<file path="config.mk">
export PLATFORM = sky130hd
export DESIGN_NAME = vram_scroll_ctrl_flat
export DESIGN_NICKNAME = d
export VERILOG_FILES = /design/src/rtl/vram_scroll_ctrl_if.sv /design/src/rtl/vram_scroll_ctrl.sv /design/src/flat_wrapper.sv
export SDC_FILE = /design/constraint.sdc
export NUM_CORES = 1
export LEC_CHECK = 0
export CAP_MARGIN = 20
export CORE_UTILIZATION = 28
export DETAILED_ROUTE_END_ITERATION = 10
export PLACE_DENSITY = 0.84
export SETUP_SLACK_MARGIN = 0.5
export SKIP_CTS_REPAIR_TIMING = 1
export SLEW_MARGIN = 20
export SYNTH_ARGS = -nofsm -noshare
export SYNTH_HDL_FRONTEND = slang
export SYNTH_SLANG_ARGS = --single-unit
export TNS_END_PERCENT = 30
</file>
<file path="constraint.sdc">
create_clock -name CLK -period 1.8 [get_ports CLK]
set_clock_uncertainty 0.05 [all_clocks]
set_input_delay 0.18 -clock CLK [delete_from_list [all_inputs] [get_ports CLK]]
set_output_delay 0.18 -clock CLK [all_outputs]
set_load 0.01 [all_outputs]
</file>
<file path="src/rtl/vram_scroll_ctrl_if.sv">
// CPU-side Avalon bus and VRAM port bundle for the text VRAM scroll/clear controller.
// slave: controller view; master: CPU and VRAM environment view.
interface vram_scroll_ctrl_if;
    logic        CPU_READ;
    logic        CPU_WRITE;
    logic [3:0]  CPU_BYTE_EN;
    logic [9:0]  CPU_ADDR;
    logic [31:0] CPU_WRITEDATA;
    logic [31:0] CPU_READDATA;
    logic        CPU_WAITREQUEST;
    logic        MEM_WRITE;
    logic [3:0]  MEM_BYTE_EN;
    logic [9:0]  MEM_ADDR;
    logic [31:0] MEM_WRITEDATA;
    logic [31:0] MEM_READDATA;

    modport slave (
        input  CPU_READ, CPU_WRITE, CPU_BYTE_EN, CPU_ADDR, CPU_WRITEDATA, MEM_READDATA,
        output CPU_READDATA, CPU_WAITREQUEST, MEM_WRITE, MEM_BYTE_EN, MEM_ADDR, MEM_WRITEDATA
    );

    modport master (
        output CPU_READ, CPU_WRITE, CPU_BYTE_EN, CPU_ADDR, CPU_WRITEDATA, MEM_READDATA,
        input  CPU_READDATA, CPU_WAITREQUEST, MEM_WRITE, MEM_BYTE_EN, MEM_ADDR, MEM_WRITEDATA
    );
endinterface

</file>
<file path="src/rtl/vram_scroll_ctrl.sv">
// Arbitrates the text VRAM Avalon port between the CPU and a scroll/clear engine.
// The engine copies rows up by one (read/write pairs) and fills words with FILL_WORD.
module vram_scroll_ctrl #(
    parameter int unsigned WORDS_PER_ROW = 20,
    parameter int unsigned NUM_ROWS      = 30,
    parameter logic [31:0] FILL_WORD     = 32'h00000000
) (
    input  logic                 CLK,
    input  logic                 RESET,
    vram_scroll_ctrl_if.slave    bus,
    input  logic                 SCROLL_REQ,
    input  logic                 CLEAR_REQ,
    output logic                 BUSY,
    output logic                 DONE
);
    localparam logic [9:0] RowStep  = 10'(WORDS_PER_ROW);
    localparam logic [9:0] LastCopy = 10'((NUM_ROWS - 1) * WORDS_PER_ROW - 1);
    localparam logic [9:0] LastWord = 10'(NUM_ROWS * WORDS_PER_ROW - 1);

    typedef enum logic [2:0] {StIdle, StScrRd, StScrWr, StFill, StFin} state_e;

    state_e     state_q, state_d;
    logic [9:0] idx_q, idx_d;

    always_ff @(posedge CLK or posedge RESET) begin
        if (RESET) begin
            state_q <= StIdle;
            idx_q   <= '0;
        end else begin
            state_q <= state_d;
            idx_q   <= idx_d;
        end
    end

    // Read data comes straight from the VRAM register; the engine only moves the
    // address after the transition cycle, so a read accepted then still returns valid data.
    assign bus.CPU_READDATA = bus.MEM_READDATA;
    assign BUSY             = (state_q != StIdle);
    assign DONE             = (state_q == StFin);

    always_comb begin
        state_d             = state_q;
        idx_d               = idx_q;
        bus.MEM_WRITE       = 1'b0;
        bus.MEM_BYTE_EN     = 4'hF;
        bus.MEM_ADDR        = idx_q;
        bus.MEM_WRITEDATA   = FILL_WORD;
        bus.CPU_WAITREQUEST = bus.CPU_READ | bus.CPU_WRITE;

        unique case (state_q)
            StIdle: begin
                bus.MEM_WRITE       = bus.CPU_WRITE;
                bus.MEM_BYTE_EN     = bus.CPU_BYTE_EN;
                bus.MEM_ADDR        = bus.CPU_ADDR;
                bus.MEM_WRITEDATA   = bus.CPU_WRITEDATA;
                bus.CPU_WAITREQUEST = 1'b0;
                if (CLEAR_REQ) begin
                    state_d = StFill;
                    idx_d   = '0;
                end else if (SCROLL_REQ) begin
                    state_d = StScrRd;
                    idx_d   = '0;
                end
            end
            StScrRd: begin
                bus.MEM_ADDR = idx_q + RowStep;
                state_d      = StScrWr;
            end
            StScrWr: begin
                bus.MEM_WRITE     = 1'b1;
                bus.MEM_WRITEDATA = bus.MEM_READDATA;
                idx_d             = idx_q + 10'd1;
                state_d           = (idx_q == LastCopy) ? StFill : StScrRd;
            end
            StFill: begin
                bus.MEM_WRITE = 1'b1;
                if (idx_q == LastWord) begin
                    state_d = StFin;
                end else begin
                    idx_d = idx_q + 10'd1;
                end
            end
            StFin: begin
                state_d = StIdle;
            end
            default: begin
                state_d = StIdle;
            end
        endcase
    end
endmodule
</file>
<file path="src/flat_wrapper.sv">
// flat-port wrapper written by rule: the top's interface ports become plain ports
module vram_scroll_ctrl_flat 
#(
    parameter int unsigned WORDS_PER_ROW = 20,
    parameter int unsigned NUM_ROWS      = 30,
    parameter logic [31:0] FILL_WORD     = 32'h00000000
)
  (CLK, RESET, SCROLL_REQ, CLEAR_REQ, BUSY, DONE, bus_CPU_READ, bus_CPU_WRITE, bus_CPU_BYTE_EN, bus_CPU_ADDR, bus_CPU_WRITEDATA, bus_MEM_READDATA, bus_CPU_READDATA, bus_CPU_WAITREQUEST, bus_MEM_WRITE, bus_MEM_BYTE_EN, bus_MEM_ADDR, bus_MEM_WRITEDATA);
  vram_scroll_ctrl_if bus_i ();
  input  logic CLK;
  input  logic RESET;
  input  logic SCROLL_REQ;
  input  logic CLEAR_REQ;
  output logic BUSY;
  output logic DONE;
  input wire logic [$bits(bus_i.CPU_READ)-1:0] bus_CPU_READ;
  input wire logic [$bits(bus_i.CPU_WRITE)-1:0] bus_CPU_WRITE;
  input wire logic [$bits(bus_i.CPU_BYTE_EN)-1:0] bus_CPU_BYTE_EN;
  input wire logic [$bits(bus_i.CPU_ADDR)-1:0] bus_CPU_ADDR;
  input wire logic [$bits(bus_i.CPU_WRITEDATA)-1:0] bus_CPU_WRITEDATA;
  input wire logic [$bits(bus_i.MEM_READDATA)-1:0] bus_MEM_READDATA;
  output wire logic [$bits(bus_i.CPU_READDATA)-1:0] bus_CPU_READDATA;
  output wire logic [$bits(bus_i.CPU_WAITREQUEST)-1:0] bus_CPU_WAITREQUEST;
  output wire logic [$bits(bus_i.MEM_WRITE)-1:0] bus_MEM_WRITE;
  output wire logic [$bits(bus_i.MEM_BYTE_EN)-1:0] bus_MEM_BYTE_EN;
  output wire logic [$bits(bus_i.MEM_ADDR)-1:0] bus_MEM_ADDR;
  output wire logic [$bits(bus_i.MEM_WRITEDATA)-1:0] bus_MEM_WRITEDATA;
  assign bus_i.CPU_READ = bus_CPU_READ;
  assign bus_i.CPU_WRITE = bus_CPU_WRITE;
  assign bus_i.CPU_BYTE_EN = bus_CPU_BYTE_EN;
  assign bus_i.CPU_ADDR = bus_CPU_ADDR;
  assign bus_i.CPU_WRITEDATA = bus_CPU_WRITEDATA;
  assign bus_i.MEM_READDATA = bus_MEM_READDATA;
  assign bus_CPU_READDATA = bus_i.CPU_READDATA;
  assign bus_CPU_WAITREQUEST = bus_i.CPU_WAITREQUEST;
  assign bus_MEM_WRITE = bus_i.MEM_WRITE;
  assign bus_MEM_BYTE_EN = bus_i.MEM_BYTE_EN;
  assign bus_MEM_ADDR = bus_i.MEM_ADDR;
  assign bus_MEM_WRITEDATA = bus_i.MEM_WRITEDATA;
  vram_scroll_ctrl #(.WORDS_PER_ROW(WORDS_PER_ROW), .NUM_ROWS(NUM_ROWS), .FILL_WORD(FILL_WORD)) u_core (.CLK(CLK), .RESET(RESET), .bus(bus_i), .SCROLL_REQ(SCROLL_REQ), .CLEAR_REQ(CLEAR_REQ), .BUSY(BUSY), .DONE(DONE));
endmodule
</file>
; ---- Yosys cells after proc, flatten, opt, wreduce, memory -nomap -nowiden
; Cells that the tools add are included.
; W data, S select, Z words.
[classes]
addsub = 2
n_eq_ne = 9
mux = 14
bitwise_logic = 1
n_reduce_logical = 6
[op_table]
columns = operator, count
row1 = $pmux W32 S2, 1
row2 = $mux W10, 3
row3 = $pmux W10 S3, 1
row4 = $eq A10 B10 Y1 const B, 2
row5 = $pmux W10 S2, 1
row6 = $pmux W3 S4, 1
row7 = $add A10 B1 Y10 const B, 1
row8 = $add A10 B5 Y10 const B, 1
row9 = $mux W3, 3
row10 = $eq A3 B2 Y1 const B, 2
row11 = $reduce_bool A3 Y1, 2
row12 = $mux W4, 1
row13 = $eq A3 B1 Y1 const B, 1
row14 = $eq A3 B3 Y1 const B, 1
row15 = $logic_not A3 Y1, 1
row16 = $ne A3 B3 Y1 const B, 1
row17 = $reduce_and A3 Y1, 1
row18 = $mux W2, 1
row19 = $ne A2 B1 Y1 const B, 1
row20 = $ne A2 B2 Y1 const B, 1
row21 = $pmux W1 S2, 1
row22 = $reduce_and A2 Y1, 1
row23 = $reduce_or A2 Y1, 1
row24 = $mux W1, 1
row25 = $or A1 B1 Y1, 1
[word_totals]
register_bits = 13
in_bits = 84
output_inout_bits = 82
elab_cells = 34

; ---- Longest topological paths before layout
[logic_depth]
word_depth = 3
ltp_mapped = 7
ltp_nobuf = 7

; ---- Least setup slack after synthesis
; No wires, ideal clock.
[synth_path]
path_type = register to register
startpoint = register u_core.idx_q[3]
endpoint = register u_core.idx_q[0]
setup_time_ns = 0.127
arrival_ns = 1.603
required_time_ns = 1.623
path_slack_ns = 0.020
path_stages_with_launch = 8
n_path_buf = 0
synth_period_minus_slack_ns = 1.780
cell_sequence = dfrtp_1 inv_1 ha_1 and4b_1 nand4_1 nand2b_1 inv_2 mux2_1
[synth_via]
elab_chain_cells = 3
[synth_lines]
columns = element, line
row1 = from (decl), vram_scroll_ctrl.sv:23  ; logic [9:0] idx_q, idx_d;
row2 = from (signal assigned), vram_scroll_ctrl.sv:31  ; idx_q <= idx_d;
row3 = $eq A10 B10 Y1, vram_scroll_ctrl.sv:77  ; if (idx_q == LastWord) begin
row4 = $ne A2 B2 Y1 (no source line), n/a
row5 = $reduce_and A3 Y1 (no source line), n/a
; Every way passes these cells.
; A chain may end at the register's enable or synchronous reset.

; ---- Final worst setup path
[layout_path]
startpoint = register u_core.state_q[0]
endpoint = output port bus_MEM_ADDR[9]
[layout_via]
elab_chain_cells = 2
elab_cells_between_ends = 3
classes_between = eq/ne: 1 / mux: 1 / reduce/logical: 1
[layout_lines]
columns = element, line
row1 = from (decl), vram_scroll_ctrl.sv:22  ; state_e state_q, state_d;
row2 = from (signal assigned), vram_scroll_ctrl.sv:27  ; state_q <= StIdle;
row3 = from (signal assigned), vram_scroll_ctrl.sv:30  ; state_q <= state_d;
row4 = $eq A3 B1 Y1 / $logic_not A3 Y1 (equally long branches), vram_scroll_ctrl.sv:50  ; unique case (state_q)
row5 = $pmux W10 S2 *, vram_scroll_ctrl.sv:50
row6 = to (decl), flat_wrapper.sv:26  ; output wire logic [$bits(bus_i.MEM_ADDR)-1:0] bus_MEM_ADDR;
; Every way passes the cells marked *; elsewhere a longest branch is shown, timed or not.

==> out/metrics.yaml <==
p_per_area_nw_per_um2: 600
worstSetupPathType: "flop to primary output"
grt-ovfl-total: 0
place_hpwl_mm: 6.30
wl_per_cell_um: 16.5
core_region_area_um2: 6060
max-slew-margin-rel: 0.653
antennaDiodeCount: 0
r2r-start: "u_core.state_q[1]"
crit_slowest_cell: "dfrtp_1"
hold_viol: 0
dp_cells: 487
setup_viol: 8
endpoint_kind: "primary output"
rsz0062_at_grt: "true"
syn_area_per_cell_um2: 7.26
dr_total_vias: 2511
maxSlewViolCount: 0
seq_power_share: 0.212
areaGrowthSynthToFinish_pct: 116
io_buffers: 165
die_x_um: 82.3
grt_pass1_vias: 2192
worst_pin_slew_ps: 521
routed_wl_mm: 8.31
switching_share: 0.399
cp_max_fo: 9
muxShareOfSynthArea: 0.206
die_h_um: 82.3
worst_r2r_endpoint: "u_core.idx_q[9]"
final_util: 0.644
path_clk_slew_ps: 60
leakagePower_nw: 2.00
layout.cells.non_filler: 504
dpl_cell_area_um2: 3670
status: "complete, but fails checks"
clock_power_share: 0.115
cap_viol_max_count: 0
drive_gt1_frac: 0.380
io-pin-count: 166
comb_power_share: 0.673
violations: "negative setup slack"
syn_area_um2: 1810
cts_tree: "yes"
max_freq_ghz: 0.541
drt_iter0_markers: 88
synthSimpleGateAreaFrac: 0.252
fin_ws_ps: -48.8
final_area_um2: 3900
switching_power_w: 0.000934
rows: 28
htreeDepth: 1
nets: 519
insertion_delay_ps: 250
cp.arrival_ps: 1620
dieArea_um2: 6780
synth-xor-area-share: 0
synth_compound_area_frac: 0.143
ff2ff_path_depth: 6
drc: 0
fin_hold_ws_ps: 209
synth-seq-cells: 13
routabilityCongestion: 0.885
cts_root_buf: "clkbuf_8"
p_int_w: 0.00141
synth_top_family_by_area: "simple AND/OR/NAND/NOR gates"
hp-class: "primary input to asynchronous set/reset pin"
synth.yosys.warnings: 0
crit_path_cell_trace: "or2_4, nor2_4, buf_6, inv_6, o22ai_1, a31oi_2, dlymetal6s2s_1"
synth_nets: 338
ant_nets: 0
grt_usage: 0.205
timing.final.crit_share: 1.03
postSynthCellCount: 249
synthAdderAreaFrac: 0.0346
worst_ep_required_time_ps: 1570
period_needed_ps: 1850
antenna_found_initial: 0
peakVddDrop_v: 0.000725
clock_path_buffers: 2
regToRegSetupSlack_ps: 20
grt_first_pass_wirelength_mm: 10.6
cts_buffers: 3
cts_sinks: 13
grt_max_degree: 33
dr.pass1.iters: 4
critPathLaunchType: "flop"
seq_area_frac_synth: 0.180
vias_per_cell: 4.98
start_util: 0.298
slowest_delay_ps: 400
ys_types: 41
[routing by layer]
layer | wire length, µm | part of all wire | GRT usage | vias to the layer above
met3 | 771 | 0.093 | 0.0418 | 7
met1 | 3120 | 0.38 | 0.239 | 1176
met5 | 0 | 0 | 0 | -
met4 | 61 | 0.0073 | 0.0421 | 0
met2 | 4350 | 0.52 | 0.383 | 119
li1 | - | - | - | 1209
[cell families (layout without fill, tap and decap cells)]
group | Yosys count | count (layout)
fa+ha+maj | 5 | 5
flops | 13 | 13
compound gates | 43 | 43
simple gates | 96 | 96
buf+inv | 55 | 235
mux | 37 | 37
[flip-flops by register name, summed over array words and instances, names as in the netlist]
signal / flops
u_core.state_q: 3
u_core.idx_q: 10
[metrics by stage]
stage	power [W]	TNS (ps)	setup WS (ps)
after floorplan	0.00118	0	94.6
after global placement	0.00202	-798	-82.7
after detailed placement	0.00207	-1830	-107
after CTS	0.00235	-15690	-391
after global routing	0.00251	-750	-110
final	0.00234	-173	-48.8
[worst max-delay path, delay by kind of cell (launching register included)]
| kind | cells | cell delay, ps |
|---|---|---|
| DFF | 1 | 400 |
| and+or+nand+nor | 2 | 400 |
| buffers and inverters | 3 | 360 |
| AOI/OAI and AO/OA | 2 | 200 |
[power groups by stage]
stage / clock network, W / registers, W / logic [W]
2_1_floorplan: 0 / 0.000484 / 0.000697
3_3_place_gp: 0 / 0.000476 / 0.00155
3_5_place_dp: 0 / 0.000488 / 0.00158
4_1_cts: 0.000276 / 0.000485 / 0.00159
5_1_grt: 0.000295 / 0.000513 / 0.00170
6_report: 0.000268 / 0.000497 / 0.00158
[worst max path at each step]
| stage | startpoint | cells past startpoint | end |
|---|---|---|---|
| floorplan | u_core.idx_q[3] | 7 | u_core.idx_q[0] |
| global placement | u_core.idx_q[2] | 5 | bus_MEM_ADDR[8] |
| detailed placement | u_core.idx_q[2] | 5 | bus_MEM_ADDR[8] |
| CTS | u_core.idx_q[2] | 5 | bus_MEM_ADDR[8] |
| global route | u_core.state_q[0] | 8 | bus_MEM_ADDR[7] |
| finish | u_core.state_q[0] | 7 | bus_MEM_ADDR[9] |
[final cells by class]
cell class / count / area, µm²
multi-input cells: 181 / 1340
well taps: 75 / 93.8
repair buffers: 223 / 2060
fillers: 537 / 2160
clock buffers: 4 / 45.0
inverters: 8 / 37.5
flip-flops and latches: 13 / 330
[synthesized netlist by cell type]
master,n,area share
or4_1,1,0.0042
o211ai_1,1,0.0042
a21o_1,2,0.0083
o22ai_1,4,0.014
nor2_2,1,0.0035
or3_1,1,0.0035
mux2i_1,36,0.20
inv_2,2,0.0042
a21oi_1,10,0.028
nor4bb_1,1,0.0055
ha_1,5,0.035
buf_2,5,0.014
nand4b_1,1,0.0048
a211o_1,2,0.0097
a31oi_1,5,0.017
nor3_1,4,0.011
o21ai_0,5,0.014
dfrtp_1,13,0.18
nor2b_1,1,0.0035
and3_1,4,0.014
nor4_1,1,0.0035
or2_1,5,0.017
and2_1,1,0.0035
buf_4,32,0.13
a211oi_1,1,0.0042
nor2_1,42,0.087
nand3_1,6,0.017
o211a_1,1,0.0055
nand4_1,3,0.010
o2111ai_1,1,0.0048
nand2_1,18,0.037
clkbuf_1,10,0.021
nand2b_1,2,0.0069
o41ai_1,1,0.0048
and4b_1,2,0.011
nor3b_1,1,0.0042
mux2_1,1,0.0062
inv_1,6,0.012
a22oi_1,1,0.0042
o21ai_1,9,0.025
nand3b_1,1,0.0042
[cells in the final DEF (no fill, tap or decap), types with 5 or more instances in the layout]
master	synthesis	routed
nor2_2	1	15
clkbuf_2	0	5
a21oi_2	0	6
nor2_1	42	24
o21ai_1	9	8
clkdlybuf4s50_1	0	83
buf_4	32	45
or2_4	0	5
dfrtp_1	13	9
buf_2	5	39
nand3_1	6	5
mux2i_1	36	36
buf_6	0	10
nand2_1	18	16
dlymetal6s2s_1	0	36
No activity file was read; power rests on OpenSTA's default activity.
